<file path="src/rtl/dmem_arbiter.sv">
// dmem_arbiter: shares one single-port data memory between NUM_REQ requesters.
// Accesses are serialised through an IDLE -> ACCESS -> RESP FSM; the winner
// sees grant during ACCESS and done (with read data) during RESP.
// Build option: define DMEM_ARB_FIXED_PRIO_EN for fixed priority (lowest
// index wins, no rotating pointer); default is round-robin.
module dmem_arbiter #(
   parameter int NUM_REQ    = 4,
   parameter int ADDR_WIDTH = 12,
   parameter int DATA_WIDTH = 12
) (
   input  logic                             clk,
   input  logic                             reset,
   input  logic [NUM_REQ-1:0]               req,
   input  logic [NUM_REQ-1:0]               req_we,
   input  logic [NUM_REQ*ADDR_WIDTH-1:0]    req_addr,
   input  logic [NUM_REQ*DATA_WIDTH-1:0]    req_wdata,
   output logic [NUM_REQ-1:0]               grant,
   output logic [NUM_REQ-1:0]               done,
   output logic [DATA_WIDTH-1:0]            rdata,
   output logic                             busy,
   output logic [ADDR_WIDTH-1:0]            mem_addr,
   output logic [DATA_WIDTH-1:0]            mem_data,
   output logic                             mem_wren,
   input  logic [DATA_WIDTH-1:0]            mem_q
);

   localparam int PTR_W = $clog2(NUM_REQ);

   typedef enum logic [1:0] {
      IDLE   = 2'd0,
      ACCESS = 2'd1,
      RESP   = 2'd2
   } state_t;

   state_t                  state, state_nxt;
   logic [PTR_W-1:0]        win_q, win_nxt;      // requester being served
   logic                    we_q, we_nxt;        // served access is a write
   logic [PTR_W-1:0]        sel_idx;
   logic                    sel_valid;
   logic [NUM_REQ-1:0]      grant_nxt, done_nxt;
   logic                    busy_nxt, wren_nxt;
   logic [ADDR_WIDTH-1:0]   addr_nxt;
   logic [DATA_WIDTH-1:0]   data_nxt;

`ifndef DMEM_ARB_FIXED_PRIO_EN
   logic [PTR_W-1:0]        ptr, ptr_nxt;
`endif

   // Winner selection: scan from the highest search position down so the
   // first requester in search order is the last one written.
   always_comb begin
      logic [PTR_W-1:0] cand;
      sel_valid = 1'b0;
      sel_idx   = '0;
      cand      = '0;
      for (int k = NUM_REQ - 1; k >= 0; k--) begin
`ifdef DMEM_ARB_FIXED_PRIO_EN
         cand = PTR_W'(k);
`else
         cand = PTR_W'((int'(ptr) + k) % NUM_REQ);
`endif
         if (req[cand]) begin
            sel_valid = 1'b1;
            sel_idx   = cand;
         end
      end
   end

   // Next-state and next-output logic for the access FSM.
   always_comb begin
      // NOTE: every signal gets a default first so no path leaves one unassigned (no latches).
      state_nxt = state;
      win_nxt   = win_q;
      we_nxt    = we_q;
      grant_nxt = '0;
      done_nxt  = '0;
      wren_nxt  = 1'b0;
      addr_nxt  = mem_addr;
      data_nxt  = mem_data;
`ifndef DMEM_ARB_FIXED_PRIO_EN
      ptr_nxt   = ptr;
`endif
      case (state)
         IDLE, RESP: begin
            if (sel_valid) begin
               state_nxt          = ACCESS;
               win_nxt            = sel_idx;
               we_nxt             = req_we[sel_idx];
               grant_nxt[sel_idx] = 1'b1;
               wren_nxt           = req_we[sel_idx];
               addr_nxt           = req_addr[int'(sel_idx)*ADDR_WIDTH +: ADDR_WIDTH];
               data_nxt           = req_wdata[int'(sel_idx)*DATA_WIDTH +: DATA_WIDTH];
`ifndef DMEM_ARB_FIXED_PRIO_EN
               ptr_nxt = (sel_idx == PTR_W'(NUM_REQ - 1)) ? '0 : sel_idx + 1'b1;
`endif
            end else begin
               state_nxt = IDLE;
            end
         end
         ACCESS: begin
            state_nxt       = RESP;
            done_nxt[win_q] = 1'b1;
         end
         default: state_nxt = IDLE;
      endcase
      busy_nxt = (state_nxt != IDLE);
   end

   // FSM state register.
   always_ff @(posedge clk or negedge reset) begin
      // NOTE: sequential state uses non-blocking assignments so all flops update together.
      if (!reset) state <= IDLE;
      else        state <= state_nxt;
   end

   // Registered outputs and per-access bookkeeping.
   always_ff @(posedge clk or negedge reset) begin
      if (!reset) begin
         win_q    <= '0;
         we_q     <= 1'b0;
         grant    <= '0;
         done     <= '0;
         busy     <= 1'b0;
         mem_addr <= '0;
         mem_data <= '0;
         mem_wren <= 1'b0;
`ifndef DMEM_ARB_FIXED_PRIO_EN
         ptr      <= '0;
`endif
      end else begin
         win_q    <= win_nxt;
         we_q     <= we_nxt;
         grant    <= grant_nxt;
         done     <= done_nxt;
         busy     <= busy_nxt;
         mem_addr <= addr_nxt;
         mem_data <= data_nxt;
         mem_wren <= wren_nxt;
`ifndef DMEM_ARB_FIXED_PRIO_EN
         ptr      <= ptr_nxt;
`endif
      end
   end

   // Read data passes straight from the memory during RESP of a read only.
   assign rdata = (state == RESP && !we_q) ? mem_q : '0;

endmodule

</file>
<file path="config.mk">
export PLATFORM = sky130hd
export DESIGN_NAME = dmem_arbiter
export DESIGN_NICKNAME = d
export VERILOG_FILES = /design/src/rtl/dmem_arbiter.sv
export SDC_FILE = /design/constraint.sdc
export NUM_CORES = 1
export LEC_CHECK = 0
export BUFFER_PORTS_ARGS = -buffer_cell sky130_fd_sc_hd__buf_2
export CORE_MARGIN = 2
export CORE_UTILIZATION = 40
export DETAILED_ROUTE_END_ITERATION = 16
export PLACE_DENSITY = 0.83
export RECOVER_POWER = 25
export REMOVE_ABC_BUFFERS = 1
export SETUP_SLACK_MARGIN = 0.5
export SLEW_MARGIN = 25
export SYNTH_ARGS = -nofsm -noshare
export SYNTH_HDL_FRONTEND = slang
export SYNTH_SLANG_ARGS = --single-unit
</file>
<file path="constraint.sdc">
create_clock -name clk -period 5.42 [get_ports clk]
set_input_delay 0.271 -clock clk [delete_from_list [all_inputs] [get_ports clk]]
set_output_delay 0.271 -clock clk [all_outputs]
set_load 0.02 [all_outputs]
</file>
== Yosys cells after proc, flatten, opt, wreduce, memory -nomap -nowiden ==
Index checks and enable logic that the tools add are counted.

* Add/sub/neg operators: 4
* Multipliers: 1
* Magnitude comparators: 8
* Equal/unequal tests: 3
* Shift-type cells: 2
* Mux-type cells: 31
* Reductions and logical operators: 8

{| class="wikitable"
|+ Operator list
! operator !! number
|-
| $shiftx A48 B32 Y12 || 1
|-
| $shiftx A48 B7 Y12 || 1
|-
| $lt A2 B3 Y1 const B || 6
|-
| $mux W1 || 14
|-
| $mux W12 || 1
|-
| $mux W4 || 3
|-
| $bmux W1 S2 || 5
|-
| $mux W2 || 5
|-
| $add A2 B1 Y2 const B || 2
|-
| $add A2 B2 Y2 const B || 2
|-
| $demux W1 S2 || 2
|-
| $eq A2 B2 Y1 const B || 2
|-
| $ge A2 B1 Y1 const B || 2
|-
| $mul A2 B2 Y4 const B || 1
|-
| $pmux W2 S2 || 1
|-
| $logic_and A1 B1 Y1 || 3
|-
| $eq A2 B1 Y1 const B || 1
|-
| $logic_not A2 Y1 || 1
|-
| $reduce_and A2 Y1 || 1
|-
| $reduce_bool A2 Y1 || 1
|-
| $reduce_or A2 Y1 || 1
|-
| $logic_not A1 Y1 || 1
|}

* Register bits: 41
* Logic and storage cells: 67

== Longest topological paths before layout ==
Gate-level depths: netlist of run 1.

* Word-level depth: 13
* Gate-level depth with buffers: 8
* Depth with buffers taken out: 6

== Least setup slack after synthesis of run 1 ==
OpenSTA, ideal clock, no wires.

* Path type: register to register
* From: register ptr[1]
* To: register mem_addr[10]
* Setup time: 0.126 ns
* Data arrival time: 1.756 ns
* Setup slack: 3.538 ns
* Cell stages (with the launch flop): 8
* Path buffers: 1
* Clock period less this slack: 1.882 ns
* Cells stage by stage: dfrtp_1 mux2i_1 o2bb2ai_2 nor2_4 inv_4 buf_8 mux2_4 a221o_1

* Cells in the longest elaborated chain, start to end: 9
* Elaborated cells on any way between the ends: 22
* Classes of those cells: add/sub (3); mul (1); shift (1); mux (16); reduce/logical (1)

{| class="wikitable"
|+ RTL lines
! item !! line !! RTL
|-
| start: declaration || 46 || <nowiki>logic [PTR_W-1:0] ptr, ptr_nxt;</nowiki>
|-
| start signal: assignment || 140 || <nowiki>ptr <= ptr_nxt;</nowiki>
|-
| $add A2 B2 Y2 || 60 || <nowiki>cand = PTR_W'((int'(ptr) + k) % NUM_REQ);</nowiki>
|-
| $bmux W1 S2 || 62 || <nowiki>if (req[cand]) begin</nowiki>
|-
| $mux W1 (not written as such) || 62 ||
|-
| $mux W2 (3 in series) || 62 ||
|-
| $mux W2 * || 62 ||
|-
| net sel_idx[0] || 38 || <nowiki>logic [PTR_W-1:0] sel_idx;</nowiki>
|-
| $mul A2 B2 Y4 * || 91 || <nowiki>addr_nxt = req_addr[int'(sel_idx)*ADDR_WIDTH +: ADDR_WIDTH];</nowiki>
|-
| $shiftx A48 B32 Y12 * || 91 ||
|-
| end signal: assignment || 136 || <nowiki>mem_addr <= addr_nxt;</nowiki>
|-
| end: declaration || 21 || <nowiki>output logic [ADDR_WIDTH-1:0] mem_addr,</nowiki>
|}

The timed path passes the listed nets; every way through them passes the cells marked *. The select of a mux whose other input is x is not followed.
A chain may end at the register's enable or synchronous reset.

== Worst setup path after layout of run 1 ==
* From: register ptr[0]
* To: register mem_data[8]

* Cells in the longest elaborated chain, start to end: 9
* Elaborated cells on any way between the ends: 22
* Classes of those cells: add/sub (3); mul (1); shift (1); mux (16); reduce/logical (1)

{| class="wikitable"
|+ RTL lines
! item !! line !! RTL
|-
| $add A2 B2 Y2 || 60 ||
|-
| $bmux W1 S2 || 62 ||
|-
| $mux W1 (not written as such) || 62 ||
|-
| $mux W2 (3 in series) || 62 ||
|-
| $mux W2 * || 62 ||
|-
| net sel_idx[0] || 38 ||
|-
| $mul A2 B2 Y4 * || 92 || <nowiki>data_nxt = req_wdata[int'(sel_idx)*DATA_WIDTH +: DATA_WIDTH];</nowiki>
|-
| $shiftx A48 B7 Y12 * || 92 ||
|-
| end signal: assignment || 137 || <nowiki>mem_data <= data_nxt;</nowiki>
|-
| end: declaration || 22 || <nowiki>output logic [DATA_WIDTH-1:0] mem_data,</nowiki>
|}

Marks and branches as above.

==> flow_summary.yaml, run 1 <==
worst_setup_path:
  critPathRequiredTime_ns: 5.59
  cp_top_family: "simple AND/OR/NAND/NOR gates"
  start_kind: "flop"
  crit_type: "reg2reg"
  path_buf_inv: 1
  crit_slowest_cell: "nor2_1"
  reg2reg_depth: 6
  crit_path_max_incr_delay_ns: 0.69
  worst-path-max-fanout: 38
  path_cells: "nand2b_1 -> nor2_1 -> nor2_4 -> inv_4 -> mux2_2 -> a221o_1"
  critPathArrivalTime_ns: 2.86
  worstReg2RegEnd: "mem_data[8]"
  r2r-start: "ptr[0]"
  reg2reg_slack_ns: 2.73
  end_kind: "flop"
timing:
  max_freq_mhz: 372
  setup_tns_ns: 0
  hold_viol: 0
  fin_crit_sh_pct: 49.6
  tightest_slew_ns: 2.24
  rsz0062_at_grt: "no"
  holdWs_ns: 0.283
  setup-violations-final: 0
  maxSlewHeadroom_pct: -49.0
  finClkSkew_ns: 0.00435
  min_period_ns: 2.69
  report.final.slew_viol_count: 42
clocking:
  post_cts_buffers: 0
  cts-resized-gates: 0
  cts_tree: "built"
  cts_num_sinks: 41
  htreeDepth: 2
  path_clk_slew_ns: 0.08
  cts-root-buf: "clkbuf_8"
  insertion_delay_ns: 0.29
  numCtsBuffers: 5
  cts_buffer_depth: 2
route:
  routedWlPerCell_um: 14.8
  drtIter0Drc: 121
  firstDrtPassIters: 4
  vias: 2502
  drc_errors: 0
  avgViaCountPerCell: 5.23
  ant_nets: 0
  wirelength_um: 7080
synthesis:
  synth_area_um2: 2420
  ys_seq_area_share_pct: 42.5
  synth_cell_types: 39
  yosys_register_bits: 41
  ys.warnings.count: 0
  syn-mean-instance-area_um2: 9.70
  syn-instance-count: 249
grt:
  grt_max_degree: 42
  grt_remaining_overflow: 0
  grt_pass1_wl_um: 10900
  first_global_vias: 2423
  track_usage_pct: 21.0
  antenna_found_initial: 0
finish:
  n_antenna_cell: 0
  finalNonFillerCells: 478
  area_growth_pct: 38.7
  nets: 524
  layout-drive-gt1-share_pct: 46.4
  fillers: 532
floorplan:
  rows: 28
  core_area_um2: 5890
  dieArea_um2: 6680
  num_io_pins: 164
  initial_utilization_pct: 41.1
  die_w_um: 81.7
  fp.dieH_um: 81.7
pwr:
  p_total_w: 0.00147
  p_per_area_nw_per_um2: 440
  peakVddDrop_mv: 0.188
  leakage_nw: 1.77
run_status:
  status: "finished, violations left"
  violations: "max-capacitance violations, max-slew violations"
hold_path:
  hold_path_end: "mem_wren"
  hold_start: "req_we[1]"
  min_path_cells: 3
  hold_class: "in2reg"
job:
  cap_violations: 1
placed_design:
  dp.cells: 469
  io_buffers: 163
  dp_hpwl_um: 5140
  place_congestion: 0.749
-- per-layer routing --
| metal | part of all wire, % | GRT usage, % | wire, um | vias to the layer above |
|---|---|---|---|---|
| met2 | 54 | 40.1 | 3810 | 110 |
| met1 | 38 | 23.5 | 2720 | 1175 |
| li1 | - | - | - | 1215 |
| met4 | 0.34 | 4.83 | 24 | 0 |
| met5 | 0 | 0 | 0 | - |
| met3 | 7.5 | 4.62 | 528 | 2 |
-- cells in the mapped netlist, drive strengths merged --
cell type   n  area share, %
mux2i      17            7.0
clkbuf     14            2.2
nand2      16            2.5
o221ai      1           0.36
inv         5           0.88
dfrtp      41             42
a2bb2oi     1           0.36
nor4        1           0.26
and2       16            4.1
mux2       10            4.8
o21a        1           0.31
o211ai      3           0.93
and3       12            3.1
o2bb2ai     1           0.62
nand3      13            2.7
nand2b      2           0.52
a211oi     22            6.8
a21oi      11            2.3
nor2b       1           0.26
buf         6            2.0
or2         2           0.52
a221o      10            4.1
or3         1           0.26
o22ai       1           0.26
nor2       16            2.9
nor3b       2           0.62
a311oi      1           0.36
a21boi      1           0.31
nor3        1           0.21
o21ai      13            2.7
a211o       3            1.1
ha          4            2.1
-- tightest hold or removal path: stages --
cell and delay (ns):
buf_2 0.08, mux2i_1 0.07, o22ai_1 0.11
-- metrics by stage --
| step | instance area (um^2) | setup WS [ns] | utilization, % |
|---|---|---|---|
| after floorplan | 2310 | 3.19 | - |
| after global placement | 3250 | 2.89 | 55.2 |
| after detailed placement | 3250 | 2.78 | 55.2 |
| after CTS | 3330 | 2.76 | 56.6 |
| after global routing | 3350 | 2.46 | 56.9 |
| final | 3350 | 2.73 | 56.9 |
-- layout make-up --
type	count	area (um^2)	area share, %
clock buffers	6	72.6	2.17
clock inverters	2	10.0	0.299
inverters	5	21.3	0.635
multi-input cells	183	1290	38.4
flip-flops and latches	41	1030	30.6
well taps	75	93.8	2.80
repair buffers	166	840	25.1
-- cells in the final DEF, fill, tap and decap left out, drive strengths merged, types with 2 or more instances in the layout --
cell and count:
buf 164, dfrtp 41, a211oi 22, mux2i 17
nand2 16, and2 16, nor2 16, nand3 13
o21ai 13, and3 12, a21oi 11, a221o 10
mux2 10, clkbuf 7, inv 5, ha 4
a211o 3, o211ai 3, nand2b 2, or2 2
nor3b 2, clkinv 2
-- power by group --
group / leakage (nW) / total (W) / internal (W) / switching (W)
registers: 0.499 / 0.000504 / 0.000431 / 0.0000723
logic: 1.22 / 0.000776 / 0.000301 / 0.000475
clock network: 0.0450 / 0.000195 / 0.0000894 / 0.000105
total: 1.77 / 0.00147 / 0.000822 / 0.000653
-- registers in the layout, summed over array words and instances (netlist names) --
name / cells
ptr: 2
win_q: 2
mem_addr: 12
state: 2
done: 4
grant: 4
busy: 1
mem_wren: 1
we_q: 1
mem_data: 12
-- what timing repair did --
action	4_1_cts	5_1_grt
setup endpoints to repair	0	0
hold buffers	0	1
endpoints found under the hold margin	0	26
-- how the worst max path moves through the flow --
stage               startpoint      endpoint  slack (ns)  cells past startpoint
finish                  ptr[0]   mem_data[8]        2.73                      6
global route             reset   mem_data[8]        2.46                      2
CTS                     ptr[0]   mem_data[0]        2.76                      6
detailed placement      ptr[0]  mem_data[10]        2.78                      6
global placement        ptr[0]  mem_data[11]        2.89                      6
floorplan               req[3]  mem_addr[10]        3.19                      5
-- kinds of logic after synthesis --
kind of cell	share of synthesized area [%]
flops	42.5
fa+ha+maj	2.07
simple gates	18.0
mux	11.9
compound gates	20.6
buf+inv	5.07
No activity file was read; power rests on OpenSTA's default activity.
==> inputs of run 2 (changes only) <==
clock period = 2.6 ns   (was 5.42 ns; I/O delays follow)
==> run 2 against run 1 <==
  * The flow now finishes without violations
  * Highest routed layer unchanged
  * Final cell count rose by 1.5%
  * Core utilization rose by 1.8 points
  * Die area did not move
  * Critical endpoint is now mem_data[10]
==> flow_summary.yaml, run 2 (synthesis results as in run 1) <==
run_status:
  status: "completed"
placed_design:
  dp_hpwl_um: 5270
  place_congestion: 0.814
  io_buffers: 163
worst_setup_path:
  crit_path_max_incr_delay_ns: 0.46
  crit_slowest_cell: "dfrtp_2"
  reg2reg_slack_ns: 0.59
  end_kind: "flop"
  cp_top_family: "multiplexers"
  worst-path-max-fanout: 25
  start_kind: "flop"
  path_cells: "mux2i_4 -> o2bb2ai_2 -> nor2_4 -> inv_8 -> mux2_2 -> a221o_1"
  critPathRequiredTime_ns: 2.77
  critPathArrivalTime_ns: 2.18
  crit_type: "reg2reg"
  path_buf_inv: 1
floorplan:
  rows: 28
  initial_utilization_pct: 41.1
  dieArea_um2: 6680
  core_area_um2: 5890
  fp.dieH_um: 81.7
  die_w_um: 81.7
  num_io_pins: 164
route:
  drc_errors: 0
  vias: 2561
  firstDrtPassIters: 4
  ant_nets: 0
  routedWlPerCell_um: 14.8
  drtIter0Drc: 154
  wirelength_um: 7170
  avgViaCountPerCell: 5.28
finish:
  layout-drive-gt1-share_pct: 42.4
  fillers: 543
  final_common_cell: "buf_2"
  layout_common_cells: "136 x buf_2, 40 x dfrtp_1, 27 x clkbuf_1"
  final_core_util_pct: 58.7
  n_antenna_cell: 0
  area_growth_pct: 43.0
  nets: 531
  largest_registers: "mem_addr: 12 flops, mem_data: 12 flops"
job:
  cap_violations: 0
timing:
  fin_crit_sh_pct: 77.2
  rsz0062_at_grt: "no"
  holdWs_ns: 0.150
  hold_viol: 0
  setup-violations-final: 0
  tightest_slew_ns: 0.884
  report.final.slew_viol_count: 0
  max_freq_mhz: 498
  setup_tns_ns: 0
  finClkSkew_ns: 0.00831
  min_period_ns: 2.01
  maxSlewHeadroom_pct: 41.0
clocking:
  insertion_delay_ns: 0.29
  numCtsBuffers: 5
  cts_num_sinks: 41
  cts_tree: "built"
  cts_buffer_depth: 2
  cts-root-buf: "clkbuf_8"
  htreeDepth: 2
  path_clk_slew_ns: 0.07
grt:
  first_global_vias: 2443
  grt_max_degree: 42
  grt_remaining_overflow: 0
  antenna_found_initial: 0
  track_usage_pct: 21.2
  grt_pass1_wl_um: 11000
hold_path:
  hold_class: "in2reg"
pwr:
  p_per_area_nw_per_um2: 960
  leakage_nw: 1.73
  peakVddDrop_mv: 0.383
## run 2: cell types whose count changed in the layout (fill, tap and decap cells not counted), sizes merged
| cell | before | now |
|---|---|---|
| buf | 164 | 144 |
| bufinv | 0 | 2 |
| clkbuf | 7 | 32 |
| clkinv | 2 | 1 |
| clkinvlp | 0 | 2 |
| inv | 5 | 4 |
## run 2: timing repair
action                                 in CTS  in global routing
hold buffers                                1                  0
buffers inserted                            0                  0
setup endpoints to repair                  21                 36
endpoints found under the hold margin      27                  0
gates resized for setup                     3                  8
gates cloned                                0                  1
## run 2: per-stage QoR
stage	instance area (um^2)	std cells	worst slack, ns	power, W
global route	3460	485	0.492	0.00355
floorplan	2310	229	0.383	0.00210
detailed placement	3290	475	0.380	0.00271
CTS	3450	484	0.528	0.00333
finish	3460	485	0.594	0.00332
global placement	3290	475	0.512	0.00266
## run 2: cell type report
class	instances	area, um^2	share of cell area, %
Clock inverter	3	65.1	1.88
Sequential cell	41	1030	29.7
Timing Repair inverter	1	5.00	0.145
Inverter	5	30.0	0.869
Clock buffer	5	68.8	1.99
Multi-Input combinational cell	183	1310	38.0
Tap cell	75	93.8	2.72
Timing Repair Buffer	172	852	24.7
## run 2: worst reg2reg max path: cells and delay by family, from the launching register on
kind / cells / cell delay [ns]
compound gates: 2 / 0.49
flops: 1 / 0.46
buf+inv: 1 / 0.18
mux: 2 / 0.68
simple gates: 1 / 0.09
## run 2: path summary, 6_finish.rpt
path / from / to / cells past startpoint
worst max-delay path: ptr[1] / mem_data[10] / 6
worst min-delay path: req_we[3] / mem_wren / 3
worst max register to register: ptr[1] / mem_data[10] / 6
worst min register to register: win_q[1] / done[1] / 1
max in group asynchronous: reset / ptr[1] / 2
min in group asynchronous: reset / mem_data[4] / 2
## run 2: layer usage
metal  vias up  part of all wire, %  GRT usage [%]
li1       1231                    -              -
met4         0                  2.6           7.33
met3        19                  7.3           3.74
met5         -                    0              0
met2       135                   51           38.7
met1      1176                   39           24.9
## run 2: report_power, final
| group | switching [W] | internal, W |
|---|---|---|
| clock | 0.000220 | 0.000381 |
| combinational | 0.00101 | 0.000630 |
| sequential | 0.000169 | 0.000901 |
| total | 0.00140 | 0.00191 |
==> inputs of run 3 (changes only) <==
clock period = 1.98 ns   (was 2.6 ns; I/O delays follow)
==> run 3 against run 2 <==
  * First-iteration DRC count is 7.1% lower
  * Critical path type unchanged
  * Sequential share of layout area is 3.5 points lower
  * Critical endpoint is now mem_addr[0]
  * Clock power is 15% higher
  * Non-clock buffer count is 26 higher
==> flow_summary.yaml, run 3 (synthesis results as in run 1) <==
route:
  drc_errors: 0
  avgViaCountPerCell: 5.35
  drtIter0Drc: 143
  routedWlPerCell_um: 16.1
  wirelength_um: 8190
  firstDrtPassIters: 4
  vias: 2731
  ant_nets: 0
job:
  cap_violations: 0
timing:
  setup-violations-final: 0
  fin_crit_sh_pct: 96.6
  maxSlewHeadroom_pct: 39.7
  max_freq_mhz: 523
  tightest_slew_ns: 0.905
  rsz0062_at_grt: "yes"
  report.final.slew_viol_count: 0
  hold_viol: 0
  min_period_ns: 1.91
  finClkSkew_ns: 0.0129
grt:
  grt_max_degree: 42
  antenna_found_initial: 0
  grtUsageMet1_pct: 27.0
  use_met2_pct: 43.9
  grt_pass1_wl_um: 12000
  grt_use_met3_pct: 4.73
  grt_remaining_overflow: 0
  grt_busiest_layer: "met2"
  track_usage_pct: 23.5
  first_global_vias: 2573
placed_design:
  io_buffers: 163
  place_congestion: 0.881
  dp.cells: 485
  dp_hpwl_um: 5520
floorplan:
  rows: 28
  core_area_um2: 5890
  num_io_pins: 164
  dieArea_um2: 6680
  die_w_um: 81.7
  initial_utilization_pct: 41.1
  fp.dieH_um: 81.7
worst_setup_path:
  crit_slowest_cell: "dfrtp_2"
  crit_type: "reg2reg"
  crit_path_max_incr_delay_ns: 0.44
  path_cells: "mux2i_2 -> o2bb2ai_4 -> nor2_4 -> inv_8 -> mux2_2 -> a221o_1"
  path_buf_inv: 1
  worst-path-max-fanout: 14
  cp_top_family: "multiplexers"
  critPathRequiredTime_ns: 2.16
  critPathArrivalTime_ns: 2.09
  end_kind: "flop"
  start_kind: "flop"
finish:
  area_growth_pct: 62.3
  final_common_cell: "buf_2"
  largest_registers: "mem_addr: 12 flops, mem_data: 12 flops"
  n_antenna_cell: 0
  finalNonFillerCells: 510
  regArea_um2: 1030
  nets: 556
  layout-drive-gt1-share_pct: 52.4
  fillers: 480
  layout_common_cells: "120 x buf_2, 40 x dfrtp_1, 32 x clkbuf_1"
  final_core_util_pct: 66.6
  multiInputGateArea_um2: 1480
pwr:
  peakVddDrop_mv: 0.601
  p_per_area_nw_per_um2: 1230
  leakage_nw: 1.92
clocking:
  cts-root-buf: "clkbuf_8"
  cts_buffer_depth: 2
  cts_num_sinks: 41
  cts_tree: "built"
  insertion_delay_ns: 0.30
  htreeDepth: 2
  path_clk_slew_ns: 0.09
  numCtsBuffers: 5
hold_path:
  hold_class: "in2reg"
run_status:
  status: "completed"
[run 3: power breakdown]
| group | leakage (nW) | switching (W) | internal [W] |
|---|---|---|---|
| sequential | 0.498 | 0.000220 | 0.00118 |
| combinational | 1.36 | 0.00151 | 0.00122 |
| clock | 0.0543 | 0.000313 | 0.000378 |
| total | 1.92 | 0.00205 | 0.00278 |
[run 3: cell type report]
class | instances | share of cell area [%]
multi-input combinational | 183 | 37.7
tap | 75 | 2.39
timing repair buffer | 198 | 30.1
sequential | 41 | 26.2
inverter | 5 | 0.670
clock inverter | 3 | 1.18
clock buffer | 5 | 1.75
[run 3: worst paths after layout]
| path | start | cells after the start | endpoint | slack, ns |
|---|---|---|---|---|
| worst min register to register | win_q[1] | 1 | done[1] | 0.50 |
| worst min-delay path | req_we[1] | 3 | mem_wren | 0.09 |
| max in group asynchronous | reset | 2 | ptr[1] | 0.90 |
| min in group asynchronous | reset | 2 | done[2] | 0.46 |
| worst max-delay path | ptr[1] | 6 | mem_addr[0] | 0.07 |
| worst max register to register | ptr[1] | 6 | mem_addr[0] | 0.07 |
[run 3: stage by stage]
step           total power [W]  cell area, um^2  hold WS, ns  setup slack (ns)  setup TNS, ns
2_1_floorplan          0.00275             2310       -0.197            -0.237          -3.78
3_3_place_gp           0.00360             3380        0.275             0.102              0
3_5_place_dp           0.00368             3380        0.281           -0.0126        -0.0329
4_1_cts                0.00467             3760       0.0959             0.135              0
5_1_grt                0.00514             3920        0.112            0.0227              0
6_report               0.00482             3920       0.0912            0.0678              0
[run 3: repair_timing]
action,4_1_cts,5_1_grt
hold buffers,1,0
buffers inserted,9,5
gates resized for setup,39,49
endpoints found under the setup margin,34,45
endpoints found under the hold margin,41,0
gates cloned,2,0
pin swaps,5,22
[run 3: metal layers]
metal / routed length (um) / up-vias / part of all wire, %
li1: - / 1279 / -
met1: 3090 / 1303 / 38
met2: 4400 / 135 / 54
met3: 545 / 14 / 6.7
met4: 155 / 0 / 1.9
met5: 0 / - / 0
[run 3: tightest hold or removal path, cell delays in order]
cell	delay, ns
buf_2	0.08
mux2i_1	0.07
o22ai_1	0.11
